$ cat src/rtl/counter_seq_ctrl_if.sv
// Host and counter-datapath signals of the counter sequencer, bundled with directional views.
interface counter_seq_ctrl_if #(
    parameter int WIDTH  = 4,
    parameter int PCNT_W = 8
);
    logic              start;
    logic              abort;
    logic [WIDTH-1:0]  limit;
    logic              auto_reload;
    logic [WIDTH-1:0]  cnt_q;
    logic              cnt_clr;
    logic              cnt_en;
    logic              busy;
    logic              done;
    logic              stall_err;
    logic [PCNT_W-1:0] period_cnt;

    // Environment side: host requests plus the counter value coming back.
    modport master (
        output start, abort, limit, auto_reload, cnt_q,
        input  cnt_clr, cnt_en, busy, done, stall_err, period_cnt
    );

    modport slave (
        input  start, abort, limit, auto_reload, cnt_q,
        output cnt_clr, cnt_en, busy, done, stall_err, period_cnt
    );
endinterface

$ cat src/rtl/counter_seq_ctrl.sv
// Sequencer for a ripple counter: clear phase, counted run to a terminal value, optional
// auto-reload, abort handling and a watchdog that flags a counter which stops advancing.
module counter_seq_ctrl #(
    parameter int WIDTH      = 4,
    parameter int CLR_CYCLES = 2,
    parameter int STALL_MAX  = 16,
    parameter int PCNT_W     = 8
) (
    input  logic               clk,
    input  logic               clear,
    counter_seq_ctrl_if.slave  bus
);
    localparam int CLR_W   = $clog2(CLR_CYCLES + 1);
    localparam int STALL_W = $clog2(STALL_MAX + 1);

    typedef enum logic [1:0] {IDLE, CLR, RUN, DONE} state_t;

    state_t              state_reg, state_next;
    logic [CLR_W-1:0]    clr_cnt_reg, clr_cnt_next;
    logic [STALL_W-1:0]  stall_cnt_reg, stall_cnt_next, stall_eff;
    logic [WIDTH-1:0]    limit_reg, prev_q_reg;
    logic                reload_reg;
    logic                accept, match, stall_hit;

    logic                cnt_clr_reg, cnt_en_reg, busy_reg, done_reg, stall_err_reg;
    logic                cnt_clr_next, cnt_en_next, busy_next, done_next, stall_err_next;
    logic [PCNT_W-1:0]   period_cnt_reg, period_cnt_next;

    always_ff @(posedge clk or posedge clear) begin
        if (clear) begin
            state_reg     <= IDLE;
            clr_cnt_reg   <= '0;
            stall_cnt_reg <= '0;
            limit_reg     <= '0;
            reload_reg    <= 1'b0;
            prev_q_reg    <= '0;
        end else begin
            state_reg     <= state_next;
            clr_cnt_reg   <= clr_cnt_next;
            stall_cnt_reg <= stall_cnt_next;
            prev_q_reg    <= bus.cnt_q;
            if (accept) begin
                limit_reg  <= bus.limit;
                reload_reg <= bus.auto_reload;
            end
        end
    end

    always_comb begin
        state_next     = state_reg;
        clr_cnt_next   = clr_cnt_reg;
        stall_cnt_next = stall_cnt_reg;
        accept         = (state_reg == IDLE) && bus.start && !bus.abort;
        match          = (bus.cnt_q == limit_reg);
        // A counter that moved this cycle restarts the stall window from zero.
        stall_eff      = (bus.cnt_q != prev_q_reg) ? '0 : stall_cnt_reg;
        stall_hit      = (stall_eff == STALL_W'(STALL_MAX - 1));
        case (state_reg)
            IDLE: begin
                if (accept) begin
                    state_next   = CLR;
                    clr_cnt_next = '0;
                end
            end
            CLR: begin
                if (bus.abort) begin
                    state_next = IDLE;
                end else if (clr_cnt_reg == CLR_W'(CLR_CYCLES - 1)) begin
                    state_next     = RUN;
                    stall_cnt_next = '0;
                end else begin
                    clr_cnt_next = clr_cnt_reg + 1'b1;
                end
            end
            RUN: begin
                if (bus.abort || stall_hit) begin
                    state_next = IDLE;
                end else if (match) begin
                    if (reload_reg) begin
                        state_next   = CLR;
                        clr_cnt_next = '0;
                    end else begin
                        state_next = DONE;
                    end
                end else begin
                    stall_cnt_next = stall_eff + 1'b1;
                end
            end
            DONE:    state_next = IDLE;
            default: state_next = IDLE;
        endcase
    end

    // Outputs are decoded from the upcoming state so they appear registered alongside it.
    always_comb begin
        cnt_clr_next    = (state_next == CLR);
        cnt_en_next     = (state_next == RUN);
        busy_next       = (state_next != IDLE);
        done_next       = (state_next == DONE);
        stall_err_next  = stall_err_reg;
        period_cnt_next = period_cnt_reg;
        if (accept) begin
            stall_err_next  = 1'b0;
            period_cnt_next = '0;
        end
        if (state_reg == RUN && !bus.abort) begin
            if (stall_hit) begin
                stall_err_next = 1'b1;
            end else if (match && period_cnt_reg != '1) begin
                period_cnt_next = period_cnt_reg + 1'b1;
            end
        end
    end

    always_ff @(posedge clk or posedge clear) begin
        if (clear) begin
            cnt_clr_reg    <= 1'b0;
            cnt_en_reg     <= 1'b0;
            busy_reg       <= 1'b0;
            done_reg       <= 1'b0;
            stall_err_reg  <= 1'b0;
            period_cnt_reg <= '0;
        end else begin
            cnt_clr_reg    <= cnt_clr_next;
            cnt_en_reg     <= cnt_en_next;
            busy_reg       <= busy_next;
            done_reg       <= done_next;
            stall_err_reg  <= stall_err_next;
            period_cnt_reg <= period_cnt_next;
        end
    end

    assign bus.cnt_clr    = cnt_clr_reg;
    assign bus.cnt_en     = cnt_en_reg;
    assign bus.busy       = busy_reg;
    assign bus.done       = done_reg;
    assign bus.stall_err  = stall_err_reg;
    assign bus.period_cnt = period_cnt_reg;
endmodule

$ cat src/flat_wrapper.sv
// flat-port wrapper written by rule: the top's interface ports become plain ports
module counter_seq_ctrl_flat 
#(
    parameter int WIDTH      = 4,
    parameter int CLR_CYCLES = 2,
    parameter int STALL_MAX  = 16,
    parameter int PCNT_W     = 8
)
  (clk, clear, bus_start, bus_abort, bus_limit, bus_auto_reload, bus_cnt_q, bus_cnt_clr, bus_cnt_en, bus_busy, bus_done, bus_stall_err, bus_period_cnt);
  counter_seq_ctrl_if #(.WIDTH(WIDTH), .PCNT_W(PCNT_W)) bus_i ();
  input  logic clk;
  input  logic clear;
  input wire logic [$bits(bus_i.start)-1:0] bus_start;
  input wire logic [$bits(bus_i.abort)-1:0] bus_abort;
  input wire logic [$bits(bus_i.limit)-1:0] bus_limit;
  input wire logic [$bits(bus_i.auto_reload)-1:0] bus_auto_reload;
  input wire logic [$bits(bus_i.cnt_q)-1:0] bus_cnt_q;
  output wire logic [$bits(bus_i.cnt_clr)-1:0] bus_cnt_clr;
  output wire logic [$bits(bus_i.cnt_en)-1:0] bus_cnt_en;
  output wire logic [$bits(bus_i.busy)-1:0] bus_busy;
  output wire logic [$bits(bus_i.done)-1:0] bus_done;
  output wire logic [$bits(bus_i.stall_err)-1:0] bus_stall_err;
  output wire logic [$bits(bus_i.period_cnt)-1:0] bus_period_cnt;
  assign bus_i.start = bus_start;
  assign bus_i.abort = bus_abort;
  assign bus_i.limit = bus_limit;
  assign bus_i.auto_reload = bus_auto_reload;
  assign bus_i.cnt_q = bus_cnt_q;
  assign bus_cnt_clr = bus_i.cnt_clr;
  assign bus_cnt_en = bus_i.cnt_en;
  assign bus_busy = bus_i.busy;
  assign bus_done = bus_i.done;
  assign bus_stall_err = bus_i.stall_err;
  assign bus_period_cnt = bus_i.period_cnt;
  counter_seq_ctrl #(.WIDTH(WIDTH), .CLR_CYCLES(CLR_CYCLES), .STALL_MAX(STALL_MAX), .PCNT_W(PCNT_W)) u_core (.clk(clk), .clear(clear), .bus(bus_i));
endmodule
$ cat config.mk
export PLATFORM = sky130hd
export DESIGN_NAME = counter_seq_ctrl_flat
export DESIGN_NICKNAME = d
export VERILOG_FILES = /design/src/rtl/counter_seq_ctrl_if.sv /design/src/rtl/counter_seq_ctrl.sv /design/src/flat_wrapper.sv
export SDC_FILE = /design/constraint.sdc
export NUM_CORES = 1
export LEC_CHECK = 0
export CAP_MARGIN = 20
export CORE_UTILIZATION = 45
export CTS_CLUSTER_SIZE = 25
export DETAILED_ROUTE_END_ITERATION = 16
export HOLD_SLACK_MARGIN = 0.05
export PLACE_DENSITY = 0.79
export SLEW_MARGIN = 20
export SYNTH_ARGS = -nofsm -noshare
export SYNTH_HDL_FRONTEND = slang
export SYNTH_SLANG_ARGS = --single-unit
$ cat constraint.sdc
create_clock -name clk -period 3.2 [get_ports clk]
set_input_delay 0.48 -clock clk [delete_from_list [all_inputs] [get_ports clk]]
set_output_delay 0.48 -clock clk [all_outputs]
set_load 0.01 [all_outputs]
-- Word level (Yosys, flattened, before mapping)
Index checks and enable logic that the tools add are counted.
- add/subtract/negate cells: 3
- multiply operators: 0
- divide/modulo/power cells: 0
- order comparisons: 0
- equality and inequality tests: 19
- shift-type cells: 0
- muxes and demuxes: 27
- bitwise operators: 0
- reduce and logical (&&, ||, !) cells: 12
- operators with widths (cell ; count):
    2-to-1 mux 8 bit ; 4
    2-to-1 mux 5 bit ; 5
    2-to-1 mux 2 bit ; 12
    one-hot mux 5 bit (2 select lines) ; 1
    adder 8 x 1 -> 8 bit, second input constant ; 1
    equality test 2 bit, second input constant ; 4
    inequality test 2 x 1 -> 1 bit, second input constant ; 4
    inequality test 2 bit, second input constant ; 4
    inequality test 8 bit, second input constant ; 1
    one-hot mux 2 bit (4 select lines) ; 1
    AND reduction 7 bit ; 1
    equality test 2 x 1 -> 1 bit, second input constant ; 3
    one-hot mux 2 bit (3 select lines) ; 1
    adder 5 x 1 -> 5 bit, second input constant ; 1
    equality test 5 x 4 -> 1 bit, second input constant ; 1
    AND reduction 5 bit ; 1
    equality test 4 bit ; 1
    logical AND 1 bit ; 4
    inequality test 4 bit ; 1
    nonzero test 2 bit ; 2
    2-to-1 mux 1 bit ; 3
    nonzero test 3 bit ; 1
    adder 2 x 1 -> 2 bit, second input constant ; 1
    zero test 2 bit ; 1
    2 further kinds ; 2
- register bits after elaboration: 31
- latch bits: 0
- memory bits (writable): 0
- ROM bits: 0
- bits of input ports: 13
- output and inout bits: 13
- word-level logic and storage cells: 73
- memories: 0

-- Logic depth before layout (Yosys ltp)
- depth in word-level cells: 7
- depth in mapped cells: 13
- gate-level depth less buffers: 12

-- Worst setup path after synthesis
OpenSTA, ideal clock, no wires.
- kind: input to register
- start point: input bus_cnt_q[0]
- end point: register u_core.period_cnt_reg[3] (netlist: u_core.bus.period_cnt[3])
- library setup time: 0.079 ns
- data arrival time: 2.866 ns
- required time: 3.121 ns
- slack: 0.255 ns
- cell stages on the path: 12
- path through: xor2_1 > nor4_2 > and2_1 > ha_1 > and4_1 > ha_1 > or4b_4 > a41oi_2 > and2_1 > buf_4 > and4_1 > mux2i_1
- longest elaborated chain between the ends: 5
- elaborated cells on any way between the ends: 8
- those cells by class: 3 x eq/ne; 4 x mux; 1 x reduce/logical
- RTL lines (element ; line ; source):
    from (decl) ; flat_wrapper.sv:17 ; input wire logic [$bits(bus_i.cnt_q)-1:0] bus_cnt_q;
    inequality test 4 bit or equality test 4 bit (tied branches) ; counter_seq_ctrl.sv:56, counter_seq_ctrl.sv:54 ;
    2-to-1 mux 5 bit or logical AND 1 bit (tied branches) ; counter_seq_ctrl.sv:56, counter_seq_ctrl.sv:109 ;
    equality test 5 x 4 -> 1 bit or 2-to-1 mux 8 bit (tied branches) ; counter_seq_ctrl.sv:57, counter_seq_ctrl.sv:109 ;
    2-to-1 mux 8 bit * ; counter_seq_ctrl.sv:107 ; if (stall_hit) begin
    2-to-1 mux 8 bit * ; counter_seq_ctrl.sv:106 ; if (state_reg == RUN && !bus.abort) begin
    via u_core.period_cnt_next[3] ; counter_seq_ctrl.sv:27 ; logic [PCNT_W-1:0] period_cnt_reg, period_cnt_next;
    to (signal assigned) ; counter_seq_ctrl.sv:129 ; period_cnt_reg <= period_cnt_next;
    to (decl) ; counter_seq_ctrl.sv:27 ;
The timed path passes the listed nets; every way through them passes the cells marked *.
A chain may end at the register's enable or synchronous reset.

-- Worst setup path after layout
- start point: register u_core.prev_q_reg[0]
- end point: register u_core.period_cnt_reg[3] (netlist: u_core.bus.period_cnt[3])
- longest elaborated chain between the ends: 5
- RTL lines (element ; line ; source):
    from (decl) ; counter_seq_ctrl.sv:21 ; logic [WIDTH-1:0] limit_reg, prev_q_reg;
    from (signal assigned) ; counter_seq_ctrl.sv:41 ; prev_q_reg <= bus.cnt_q;
    inequality test 4 bit ; counter_seq_ctrl.sv:56 ; stall_eff = (bus.cnt_q != prev_q_reg) ? '0 : stall_cnt_reg;
    2-to-1 mux 5 bit ; counter_seq_ctrl.sv:56 ;
    equality test 5 x 4 -> 1 bit ; counter_seq_ctrl.sv:57 ; stall_hit = (stall_eff == STALL_W'(STALL_MAX - 1));
    2-to-1 mux 8 bit ; counter_seq_ctrl.sv:107 ;
    2-to-1 mux 8 bit ; counter_seq_ctrl.sv:106 ;
    via u_core.period_cnt_next[3] ; counter_seq_ctrl.sv:27 ;
The timed path passes the listed nets, and every way through them passes these cells.

==> reports/qor.csv <==
metric,value,unit
outcome,finished clean,
ant_nets,0,
crit_path_max_incr_delay,540,ps
number_of_global_route_vias_before_repair,1161,
synthTopCellsByArea,"dfrtp_1, nand2_1, mux2i_1",
grt_first_pass_wirelength,5.26,mm
cpMaxStageDelayCell,or4b_4,
post-route-util,0.643,
synth-warning-count,0,
hold_slack,470,ps
place_ws,-341,ps
finalMaxSlewViolations,0,
design.portCount,26,
layout.cell_area.non_filler,2010,sq um
critPathLaunchType,flop,
clock_tree_from_tritoncts,done,
overall_power_consumption,0.934,mW
path_delay_family,simple AND/OR/NAND/NOR gates,
endpoint_kind,flop,
synth_enable_flop_cells,0,
achievable-frequency,343,MHz
ys_dominant_reg_cell,dfrtp_1,
synthDominantCellAreaShare,0.509,
max_slew_margin,0.680,
placement.cell_area,1900,sq um
reg2reg_depth,11,
rsz0062_at_grt,no,
nets,206,
crit_arrival,3170,ps
place.port_buffers,25,
max_cap_viol_count,0,
timing_worst_setup_path_type,reg -> reg,
hold_path_start,bus_cnt_q[0],
finalHoldViolCount,0,
gpl.final_weighted_congestion,0.870,
fp.coreArea,3130,sq um
insertedDiodeCount,0,
asyncSetResetFlopFracSynth,1.00,
cts_inserted_buffers,5,
worstPathRequired,3460,ps
chipWidth,60.2,microns
drive_above_1_share,0.175,
cell_count_of_the_worst_hold_path,2,
synth_seq_area_share,0.509,
drcViolationCount,0,
crit_chain,xor2_2 > nor4_4 > and2_1 > ha_1 > and4_1 > ha_1 > or4b_4 > a41oi_2 > and2_4 > and4_1 > mux2i_1,
synth_seq_cells,31,
average_wire_per_standard_cell,13.6,microns
cts_hold_repair.buffers,0,
number_of_vias_per_cell_after_detailed_routing,5.27,
cts_buffer_depth,2,
post_synth_num_cell_types,41,
rr_startpoint,u_core.prev_q_reg[0],
h_tree_depth,2,
die_h,60.2,microns
root_buf_cell,clkbuf_4,
power_density,465,nW/um^2
areaGrowthSynthToFinish,32.0,%
synth_area_per_cell,10.3,sq um
finalWirelength,3.16,mm
detailroute.via_count,1229,
post-route-period-util,0.912,
regToRegSetupSlack,280,ps
num_rows,20,
cts_num_sinks,31,
area_leader_netlist,dfrtp_1,
timing.critical_path.buf_inv,0,
holdPathEnd,u_core.prev_q_reg[0],
detailedRoute.firstPassIterationCount,4,
syn-cell-area,1520,sq um
syn_nets,165,
drt_iter0_drc,38,
timing.rr.end,u_core.bus.period_cnt[3],
fin_skew,3.54,ps
clock_transition_at_the_register_clock_pins_on_the_worst_setup_and_hold_paths_after_cts,90,ps
min_period,2920,ps
ir_worst_vdd,438,uV
setup_viol,0,
largest_register_ffs,8,
timing.final.ws_setup,282,ps
grt_start_max_net_pins,32,
hpwlAfterDp,2.40,mm
initial_core_util,0.487,
static_leakage_power,0.956,nW
worst_skew_pair.late_latency,330,ps
globalRoute.totalOverflow,0,
worstPathMaxFanout,5,
design.die.area,3620,sq um
overall_routing_resource_usage,0.203,
worstHoldPathType,in -> reg,
worst-slew-pin-transition,479,ps
synthesis.instances,148,
number_of_antenna_violations_at_the_first_check_in_global_routing,0,
-- worst register-to-register path, cell delays in order, from the launching register on --
cell and delay [ps]:
dfrtp_1 410, xor2_2 210, nor4_4 80, and2_1 180, ha_1 200, and4_1 200
ha_1 230, or4b_4 540, a41oi_2 220, and2_4 200, and4_1 210, mux2i_1 170
-- final cells by class --
cell class / count / area (sq um)
inverter: 6 / 23.8
sequential: 31 / 776
clock buffer: 6 / 51.3
multi-input combinational: 106 / 734
tap: 44 / 55.1
fill: 249 / 1120
timing repair buffer: 39 / 365
clock inverter: 1 / 5.00
-- power breakdown --
group	switching, mW	leakage, nW	total, mW	internal (mW)
Clock	0.122	0.0341	0.224	0.101
Combinational	0.114	0.513	0.229	0.116
Sequential	0.0360	0.409	0.481	0.445
Total	0.272	0.956	0.934	0.662
-- synthesized netlist by cell type, drive strengths merged, types with 2 or more instances --
library cell / count
and2: 4
and3: 2
and4: 5
buf: 2
clkbuf: 3
dfrtp: 31
ha: 4
inv: 5
mux2i: 6
nand2: 31
nand2b: 2
nand3: 5
nand4: 2
nor2: 9
nor3: 2
o21ai: 5
xnor2: 4
xor2: 6
-- kinds of logic after synthesis --
logic type / count (synthesis) / share of synthesized area
and+or+nand+nor: 67 / 0.227
DFF: 31 / 0.509
AOI/OAI and AO/OA: 19 / 0.0986
buffers and inverters: 11 / 0.0353
xor gates and xnor gates: 10 / 0.0575
muxes: 6 / 0.0394
adders and majority gates: 4 / 0.0329
-- how the worst max path moves through the flow --
stage | startpoint | end | slack [ps] | cells after the start
floorplan | bus_cnt_q[0] | u_core.bus.period_cnt[3] | 250 | 12
global placement | bus_cnt_q[0] | u_core.bus.period_cnt[4] | -220 | 12
detailed placement | bus_cnt_q[0] | u_core.bus.period_cnt[3] | -340 | 12
CTS | bus_cnt_q[0] | u_core.bus.period_cnt[3] | 9 | 12
global route | u_core.prev_q_reg[0] | u_core.bus.period_cnt[3] | 170 | 11
finish | u_core.prev_q_reg[0] | u_core.bus.period_cnt[3] | 280 | 11
-- per-layer routing --
metal	track usage	wire, microns	share of wire
met3	0.0649	112	0.035
met5	0	0	0
met4	0.0797	48	0.015
met1	0.251	1390	0.44
met2	0.328	1610	0.51
-- per-stage QoR --
stage                     cells  TNS [ps]
after floorplan             148         0
after global placement      225     -2400
after detailed placement    225     -4870
after CTS                   232         0
after global routing        233         0
final                       233         0
-- layout by cell type (no fill, tap or decap), types with 2 or more instances in the layout --
master / count
dlymetal6s2s_1: 4
nor2_1: 8
mux2i_1: 6
and4_1: 5
o21ai_0: 4
dfrtp_1: 31
xor2_2: 4
nand3_1: 5
clkinv_2: 2
nand2b_1: 2
nor3_1: 2
nand2_1: 31
and3_1: 2
clkbuf_4: 5
xor2_1: 2
nand4_1: 2
inv_1: 5
clkdlybuf4s50_1: 21
and2_1: 3
xnor2_1: 4
buf_4: 14
ha_1: 4
-- what timing repair did --
item                                    in CTS  in global routing
endpoints found under the setup margin       0                 10
buffers inserted                             0                  1
gates resized for setup                      0                 12
Power figures use the tool's default switching activity.
